## config.mk

```make
export PLATFORM = sky130hd
export DESIGN_NAME = keypad_scan_ctrl
export DESIGN_NICKNAME = d
export VERILOG_FILES = /design/src/rtl/keypad_scan_ctrl_pkg.sv /design/src/rtl/keypad_scan_ctrl_fifo.sv /design/src/rtl/keypad_scan_ctrl.sv
export SDC_FILE = /design/constraint.sdc
export NUM_CORES = 1
export LEC_CHECK = 0
export CAP_MARGIN = 0
export CORE_MARGIN = 3
export CORE_UTILIZATION = 59
export CTS_CLUSTER_DIAMETER = 120
export DETAILED_ROUTE_END_ITERATION = 8
export GPL_TIMING_DRIVEN = 0
export PLACE_DENSITY = 0.79
export RECOVER_POWER = 100
export SLEW_MARGIN = 10
export SYNTH_ARGS = -nofsm -noshare
export SYNTH_HDL_FRONTEND = slang
export SYNTH_SLANG_ARGS = --single-unit
```

## constraint.sdc

```tcl
create_clock -name clk -period 6.5 [get_ports clk]
set_input_delay 1.3 -clock clk [delete_from_list [all_inputs] [get_ports clk]]
set_output_delay 1.3 -clock clk [all_outputs]
set_load 0.02 [all_outputs]
```

## src/rtl/keypad_scan_ctrl_pkg.sv

```systemverilog
// Shared definitions for the keypad scan controller: host port numbers,
// debounce states, frame classification results and row-decoding helpers.
package keypad_scan_ctrl_pkg;

   localparam logic [7:0]  KEY_CODE_PORT = 8'h06;
   localparam logic [7:0]  KEY_STAT_PORT = 8'h07;
   localparam int unsigned KEY_CODE_W    = 8;

   typedef enum logic [1:0] {
      ST_IDLE,
      ST_PRESS_CHK,
      ST_HELD,
      ST_RELEASE_CHK
   } deb_state_t;

   typedef enum logic [1:0] {
      FR_NONE,
      FR_SINGLE,
      FR_MULTI
   } frame_res_t;

   // Number of low (pressed) rows, saturated at 2 since only 0/1/many matters.
   function automatic logic [1:0] low_count(input logic [3:0] rows);
      logic [2:0] n;
      n = '0;
      for (int unsigned i = 0; i < 4; i++) begin
         if (!rows[i]) n = n + 3'd1;
      end
      return (n > 3'd1) ? 2'd2 : n[1:0];
   endfunction

   function automatic logic [1:0] low_index(input logic [3:0] rows);
      logic [1:0] idx;
      idx = '0;
      for (int unsigned i = 4; i > 0; i--) begin
         if (!rows[i-1]) idx = 2'(i - 1);
      end
      return idx;
   endfunction

endpackage

```

## src/rtl/keypad_scan_ctrl_fifo.sv

```systemverilog
// Small synchronous FIFO for accepted key codes; the head is registered so a
// pushed code appears on o_dout one cycle after the push.
module key_fifo #(
   parameter int unsigned WIDTH = 8,
   parameter int unsigned DEPTH = 4
) (
   input  logic                     clk,
   input  logic                     pb_reset,
   input  logic                     i_push,
   input  logic                     i_pop,
   input  logic [WIDTH-1:0]         i_din,
   output logic [WIDTH-1:0]         o_dout,
   output logic                     o_full,
   output logic                     o_empty,
   output logic [$clog2(DEPTH):0]   o_count
);

   localparam int unsigned PTR_W = $clog2(DEPTH);
   localparam int unsigned CNT_W = PTR_W + 1;

   logic [WIDTH-1:0] r_mem [DEPTH];
   logic [PTR_W-1:0] r_rd_ptr, r_wr_ptr;
   logic [CNT_W-1:0] r_count;
   logic [WIDTH-1:0] r_dout;

   logic             w_do_pop, w_do_push;
   logic [PTR_W-1:0] w_rd_nxt;
   logic [CNT_W-1:0] w_remain, w_cnt_nxt;
   logic [WIDTH-1:0] w_dout_nxt;

   always_comb begin
      w_do_pop   = i_pop && (r_count != '0);
      w_do_push  = i_push && ((r_count != CNT_W'(DEPTH)) || w_do_pop);
      w_rd_nxt   = r_rd_ptr + PTR_W'(w_do_pop);
      w_remain   = r_count - CNT_W'(w_do_pop);
      w_cnt_nxt  = w_remain + CNT_W'(w_do_push);
      // If nothing older survives the pop, the new head is the word being pushed.
      if (w_cnt_nxt == '0)      w_dout_nxt = '0;
      else if (w_remain == '0)  w_dout_nxt = i_din;
      else                      w_dout_nxt = r_mem[w_rd_nxt];
   end

   always_ff @(posedge clk) begin
      if (w_do_push) r_mem[r_wr_ptr] <= i_din;
   end

   always_ff @(posedge clk or posedge pb_reset) begin
      if (pb_reset) begin
         r_rd_ptr <= '0;
         r_wr_ptr <= '0;
         r_count  <= '0;
         r_dout   <= '0;
      end else begin
         r_rd_ptr <= w_rd_nxt;
         r_wr_ptr <= r_wr_ptr + PTR_W'(w_do_push);
         r_count  <= w_cnt_nxt;
         r_dout   <= w_dout_nxt;
      end
   end

   assign o_dout  = r_dout;
   assign o_full  = (r_count == CNT_W'(DEPTH));
   assign o_empty = (r_count == '0);
   assign o_count = r_count;

endmodule

```

## src/rtl/keypad_scan_ctrl.sv

```systemverilog
// 4x4 keypad scanner: column drive, row synchroniser, per-frame single-key
// classification, press/release debounce and key-code queue for the host.
module keypad_scan_ctrl
   import keypad_scan_ctrl_pkg::*;
#(
   parameter int unsigned SCAN_DIV       = 100000,
   parameter int unsigned DEBOUNCE_SCANS = 4,
   parameter int unsigned FIFO_DEPTH     = 4
) (
   input  logic                  clk,
   input  logic                  pb_reset,
   input  logic [3:0]            row,
   output logic [3:0]            col,
   output logic [KEY_CODE_W-1:0] key_code,
   output logic                  key_present,
   output logic                  overflow,
   input  logic                  key_read_ack,
   input  logic                  ovf_clear
);

   localparam int unsigned DIV_W  = $clog2(SCAN_DIV);
   localparam int unsigned CNT_W  = ($clog2(DEBOUNCE_SCANS + 1) > 3) ? $clog2(DEBOUNCE_SCANS + 1) : 3;
   localparam int unsigned FCNT_W = $clog2(FIFO_DEPTH) + 1;

   logic [3:0]       r_row_s1, r_row_s2;
   logic [DIV_W-1:0] r_div;
   logic [1:0]       r_col_idx;
   logic [1:0]       r_acc_cnt;
   logic [3:0]       r_acc_code;
   deb_state_t       r_state, w_state_nxt;
   logic [CNT_W-1:0] r_cnt, w_cnt_nxt, w_cnt_inc;
   logic [3:0]       r_cand, w_cand_nxt;
   logic             r_overflow;

   logic             w_tc, w_frame_end, w_push, w_drop, w_full, w_empty;
   logic [1:0]       w_col_low, w_frm_cnt;
   logic [2:0]       w_sum;
   logic [3:0]       w_col_code, w_frm_code;
   frame_res_t       w_res;
   logic [FCNT_W-1:0] w_fifo_count;

   assign w_tc        = (r_div == DIV_W'(SCAN_DIV - 1));
   assign w_frame_end = w_tc && (r_col_idx == 2'd3);
   assign col         = ~(4'b0001 << r_col_idx);

   // The frame result includes the column being sampled on this same edge.
   always_comb begin
      w_col_low  = low_count(r_row_s2);
      w_col_code = {r_col_idx, low_index(r_row_s2)};
      w_sum      = {1'b0, r_acc_cnt} + {1'b0, w_col_low};
      w_frm_cnt  = (w_sum > 3'd1) ? 2'd2 : w_sum[1:0];
      w_frm_code = (r_acc_cnt == 2'd0) ? w_col_code : r_acc_code;
      case (w_frm_cnt)
         2'd0:    w_res = FR_NONE;
         2'd1:    w_res = FR_SINGLE;
         default: w_res = FR_MULTI;
      endcase
   end

   always_ff @(posedge clk or posedge pb_reset) begin
      if (pb_reset) begin
         r_row_s1   <= 4'b1111;
         r_row_s2   <= 4'b1111;
         r_div      <= '0;
         r_col_idx  <= '0;
         r_acc_cnt  <= '0;
         r_acc_code <= '0;
      end else begin
         r_row_s1 <= row;
         r_row_s2 <= r_row_s1;
         if (w_tc) begin
            r_div     <= '0;
            r_col_idx <= r_col_idx + 2'd1;
            if (w_frame_end) begin
               r_acc_cnt  <= '0;
               r_acc_code <= '0;
            end else begin
               r_acc_cnt  <= w_frm_cnt;
               r_acc_code <= w_frm_code;
            end
         end else begin
            r_div <= r_div + DIV_W'(1);
         end
      end
   end

   always_comb begin
      w_state_nxt = r_state;
      w_cnt_nxt   = r_cnt;
      w_cand_nxt  = r_cand;
      w_push      = 1'b0;
      w_cnt_inc   = r_cnt + CNT_W'(1);
      if (w_frame_end) begin
         case (r_state)
            ST_IDLE: begin
               if (w_res == FR_SINGLE) begin
                  w_state_nxt = ST_PRESS_CHK;
                  w_cand_nxt  = w_frm_code;
                  w_cnt_nxt   = CNT_W'(1);
               end
            end
            ST_PRESS_CHK: begin
               if ((w_res == FR_SINGLE) && (w_frm_code == r_cand)) begin
                  w_cnt_nxt = w_cnt_inc;
                  if (w_cnt_inc == CNT_W'(DEBOUNCE_SCANS)) begin
                     w_push      = 1'b1;
                     w_state_nxt = ST_HELD;
                  end
               end else begin
                  w_state_nxt = ST_IDLE;
               end
            end
            ST_HELD: begin
               if (w_res == FR_NONE) begin
                  w_state_nxt = ST_RELEASE_CHK;
                  w_cnt_nxt   = CNT_W'(1);
               end
            end
            ST_RELEASE_CHK: begin
               if (w_res == FR_NONE) begin
                  w_cnt_nxt = w_cnt_inc;
                  if (w_cnt_inc == CNT_W'(DEBOUNCE_SCANS)) w_state_nxt = ST_IDLE;
               end else begin
                  w_state_nxt = ST_HELD;
               end
            end
            default: w_state_nxt = ST_IDLE;
         endcase
      end
   end

   always_ff @(posedge clk or posedge pb_reset) begin
      if (pb_reset) begin
         r_state <= ST_IDLE;
         r_cnt   <= '0;
         r_cand  <= '0;
      end else begin
         r_state <= w_state_nxt;
         r_cnt   <= w_cnt_nxt;
         r_cand  <= w_cand_nxt;
      end
   end

   key_fifo #(
      .WIDTH (KEY_CODE_W),
      .DEPTH (FIFO_DEPTH)
   ) u_fifo (
      .clk      (clk),
      .pb_reset (pb_reset),
      .i_push   (w_push),
      .i_pop    (key_read_ack),
      .i_din    ({{(KEY_CODE_W - 4){1'b0}}, r_cand}),
      .o_dout   (key_code),
      .o_full   (w_full),
      .o_empty  (w_empty),
      .o_count  (w_fifo_count)
   );

   assert property (@(posedge clk) disable iff (pb_reset) (w_fifo_count == '0) == w_empty);

   // A pop on the same edge frees a slot, so only an unpaired push into a full queue is lost.
   assign w_drop = w_push && w_full && !key_read_ack;

   always_ff @(posedge clk or posedge pb_reset) begin
      if (pb_reset)       r_overflow <= 1'b0;
      else if (w_drop)    r_overflow <= 1'b1;
      else if (ovf_clear) r_overflow <= 1'b0;
   end

   assign overflow    = r_overflow;
   assign key_present = !w_empty;

endmodule

```

==> flow_metrics.env <==
export IMPL_status="finished clean"
export IMPL_clock_latency_ns=0.35
export IMPL_fin_area_sq_um=3960
export IMPL_synth_edff_count=16
export IMPL_syn_cell_area_sq_um=3480
export IMPL_io_pins=22
export IMPL_fin_crit_sh=0.834
export IMPL_ys_warn_count=0
export IMPL_synth_ff_type="dfrtp_1"
export IMPL_mostFrequentLayoutCells="dfrtp_1 (46), nor2_1 (25), inv_1 (22)"
export IMPL_fmax_ghz=0.185
export IMPL_grt_first_pass_wirelength_um=10200
export IMPL_die_w_um=82.8
export IMPL_r2r_start="r_row_s2[0]$_DFF_PP1_"
export IMPL_drcViolationCount=0
export IMPL_numPortBuffers=17
export IMPL_syn_area_per_cell_sq_um=11.7
export IMPL_cp_start_kind="register"
export IMPL_die_h_um=82.8
export IMPL_cts_tree="built"
export IMPL_wire_per_inst_um=14.6
export IMPL_ys_seq_elements=70
export IMPL_switching_power_uw=295
export IMPL_dpl_hpwl_um=4310
export IMPL_totalPowerFinal_uw=1100
export IMPL_overflow=0
export IMPL_holdBufCountCts=0
export IMPL_cts_root_buf="clkbuf_8"
export IMPL_antenna_found_initial=0
export IMPL_grt_pass1_vias=2218
export IMPL_arrival_ns=5.63
export IMPL_async_flop_share=0.771
export IMPL_detail_route_antenna_nets=0
export IMPL_irDropWorstVdd_uv=168
export IMPL_dpl_cell_area_sq_um=3770
export IMPL_cp_required_ns=6.72
export IMPL_worstReg2RegEnd="u_fifo.o_dout[0]$_DFF_PP0_"
export IMPL_slew_violations=0
export IMPL_rsz0062_at_grt="no"
export IMPL_multi_input_area_sq_um=1480
export IMPL_fin_skew_ns=0.00650
export IMPL_drt_wl_total_um=5910
export IMPL_core_area_sq_um=5610
export IMPL_grt_max_degree=29
export IMPL_critPathMaxFanout=6
export IMPL_post_cts_buffers=0
export IMPL_hold_depth=0
export IMPL_fill_cells=419
export IMPL_clkSlewWorstSetupHoldPaths_ns=0.08
export IMPL_post_cts_resize_count=0
export IMPL_clock_power_share=0.349
export IMPL_swShare=0.269
export IMPL_layout_commonest_cell="dfrtp_1"
export IMPL_drive_above_1_share=0.141
export IMPL_synth_cell_type_count=63
export IMPL_drtIter0Drc=94
export IMPL_rows=27
export IMPL_synth_seq_area_share=0.530
export IMPL_r2r_slack_ns=1.08
export IMPL_combPwrFrac=0.202
export IMPL_hold_viol=0
export IMPL_syn2layout_area_growth_pct=13.7
export IMPL_worstMarginPinSlew_ns=1.41
export IMPL_reg2reg_depth=18
export IMPL_n_antenna_cell=0
export IMPL_hp_start="r_row_s1[2]$_DFF_PP1_"
export IMPL_worstHoldEndpoint="r_row_s2[2]$_DFF_PP1_"
export IMPL_placed_cells=389
export IMPL_worstHoldPathType="register to register"
export IMPL_place_congestion=0.822
export IMPL_firstDrtPassIters=4
export IMPL_gr_usage_all_layers=0.202
export IMPL_final_nets=354
export IMPL_initial_utilization=0.620
export IMPL_cts_buffers=9
export IMPL_powerDensity_nw_per_um2=277
export IMPL_clock_sinks=70
export IMPL_vias=2306
export IMPL_post_drt_via_cell_ratio=5.69
export IMPL_setup_worst_path_class="register to register"
export IMPL_end_kind="register"
export IMPL_setup_violations=0
export IMPL_slew_headroom=0.0597
export IMPL_cts_htree_levels=3
export IMPL_leakagePower_uw=0.00168
export IMPL_regArea_sq_um=1840
export IMPL_finalSetupTns_ns=0
export IMPL_cts_max_path_buffers=2
export IMPL_stdcell_count=405
export IMPL_p_int_uw=802
export IMPL_dieArea_sq_um=6850
export IMPL_maxCapViolCount=0
export IMPL_synth_cells=296
export IMPL_seqPwrFrac=0.449
export IMPL_min_period_ns=5.42
-- critical path, stage by stage, from the launching register on --
cell and delay, ns:
dfstp_1 0.64, inv_1 0.07, ha_1 0.32, xnor2_1 0.26, ha_1 0.28, o31ai_1 0.41, o21a_1 0.19, ha_1 0.13
inv_1 0.04, fa_1 0.52, nand3_1 0.13, or3_2 0.44, nor4_1 0.27, nand4_1 0.32, nor2_1 0.28, ha_1 0.19
ha_1 0.23, nor3_1 0.44, nor2_1 0.11
-- power groups by stage --
stage	Sequential [uW]	Combinational, uW	Clock (uW)
after floorplan	509	164	0
after global placement	500	221	0
after detailed placement	502	231	0
after CTS	493	232	394
after global routing	496	253	414
final	492	221	383
-- stage by stage --
stage               hold slack, ns  setup WS, ns   util
finish                       0.357          1.08  0.705
global route                 0.362         0.543  0.705
CTS                          0.358          1.16  0.712
detailed placement           0.347          1.18  0.672
global placement             0.346          1.29  0.668
floorplan                    0.345          1.90      -
-- sequential cells by signal, summed over array words and instances (netlist names), 2 cells and up --
| signal | cells |
|---|---|
| r_cand | 4 |
| r_acc_cnt | 2 |
| u_fifo.o_dout | 4 |
| u_fifo.r_mem | 16 |
| r_row_s2 | 4 |
| u_fifo.r_rd_ptr | 2 |
| r_row_s1 | 4 |
| r_col_idx | 2 |
| u_fifo.o_count | 3 |
| r_acc_code | 4 |
| r_cnt | 3 |
| r_div | 17 |
| r_state | 2 |
| u_fifo.r_wr_ptr | 2 |
-- final cells by class --
type | instances | share of cell area
clock buffer | 9 | 0.0313
tap | 72 | 0.0228
multi-input combinational | 197 | 0.374
timing repair buffer | 18 | 0.0440
buffer | 9 | 0.0155
sequential | 70 | 0.466
inverter | 23 | 0.0218
clock inverter | 7 | 0.0250
-- Yosys cell counts, drive strengths merged, types with 2 or more instances --
library cell / instances / share of area
a21o: 2 / 0.0043
a21oi: 6 / 0.0086
a22o: 2 / 0.0050
a31o: 2 / 0.0050
a31oi: 2 / 0.0036
a32o: 2 / 0.0058
a41oi: 2 / 0.0094
and2: 3 / 0.0054
and3: 3 / 0.0054
buf: 7 / 0.015
clkbuf: 2 / 0.0022
dfrtp: 46 / 0.33
dfstp: 8 / 0.060
edfxtp: 16 / 0.14
ha: 17 / 0.061
inv: 23 / 0.025
mux2i: 6 / 0.018
mux4: 4 / 0.026
nand2: 18 / 0.019
nand2b: 2 / 0.0036
nand3: 15 / 0.022
nand4: 3 / 0.0054
nor2: 26 / 0.030
nor2b: 2 / 0.0036
nor3: 9 / 0.018
nor3b: 2 / 0.0058
nor4: 3 / 0.0054
nor4b: 4 / 0.012
o211ai: 5 / 0.012
o21a: 3 / 0.0065
o21ai: 5 / 0.0072
o311ai: 2 / 0.0050
o31ai: 2 / 0.0043
or2: 2 / 0.0036
or3: 2 / 0.0050
or4b: 2 / 0.0058
xnor2: 16 / 0.040
xor2: 9 / 0.023
-- worst max path at each step --
| stage | from | to | cells after the start |
|---|---|---|---|
| 3_5_place_dp | r_row_s2[0]$_DFF_PP1_ | u_fifo.o_dout[0]$_DFF_PP0_ | 18 |
| 6_report | r_row_s2[0]$_DFF_PP1_ | u_fifo.o_dout[0]$_DFF_PP0_ | 18 |
| 3_3_place_gp | r_row_s2[0]$_DFF_PP1_ | u_fifo.o_dout[2]$_DFF_PP0_ | 18 |
| 2_1_floorplan | r_row_s2[0]$_DFF_PP1_ | u_fifo.o_dout[0]$_DFF_PP0_ | 18 |
| 4_1_cts | r_row_s2[0]$_DFF_PP1_ | u_fifo.o_dout[1]$_DFF_PP0_ | 18 |
| 5_1_grt | r_row_s2[0]$_DFF_PP1_ | u_fifo.o_dout[0]$_DFF_PP0_ | 19 |
-- routing by layer --
| metal | track usage | vias to the layer above | share of wire |
|---|---|---|---|
| met3 | 0.0421 | 13 | 0.047 |
| met4 | 0.113 | 0 | 0.024 |
| met1 | 0.256 | 1124 | 0.44 |
| met5 | 0 | - | 0 |
| li1 | - | 1112 | - |
| met2 | 0.325 | 57 | 0.49 |
-- logic make-up after synthesis --
| family | after synthesis | synth area share |
|---|---|---|
| other | 1 | 0.00108 |
| adder cells (fa/ha/maj) | 18 | 0.0669 |
| AND/OR/NAND/NOR | 100 | 0.162 |
| flip-flops | 70 | 0.530 |
| buffers and inverters | 32 | 0.0425 |
| XOR/XNOR | 25 | 0.0630 |
| AO/OA/AOI/OAI | 40 | 0.0910 |
| multiplexers | 10 | 0.0443 |
Power figures use the tool's default switching activity.
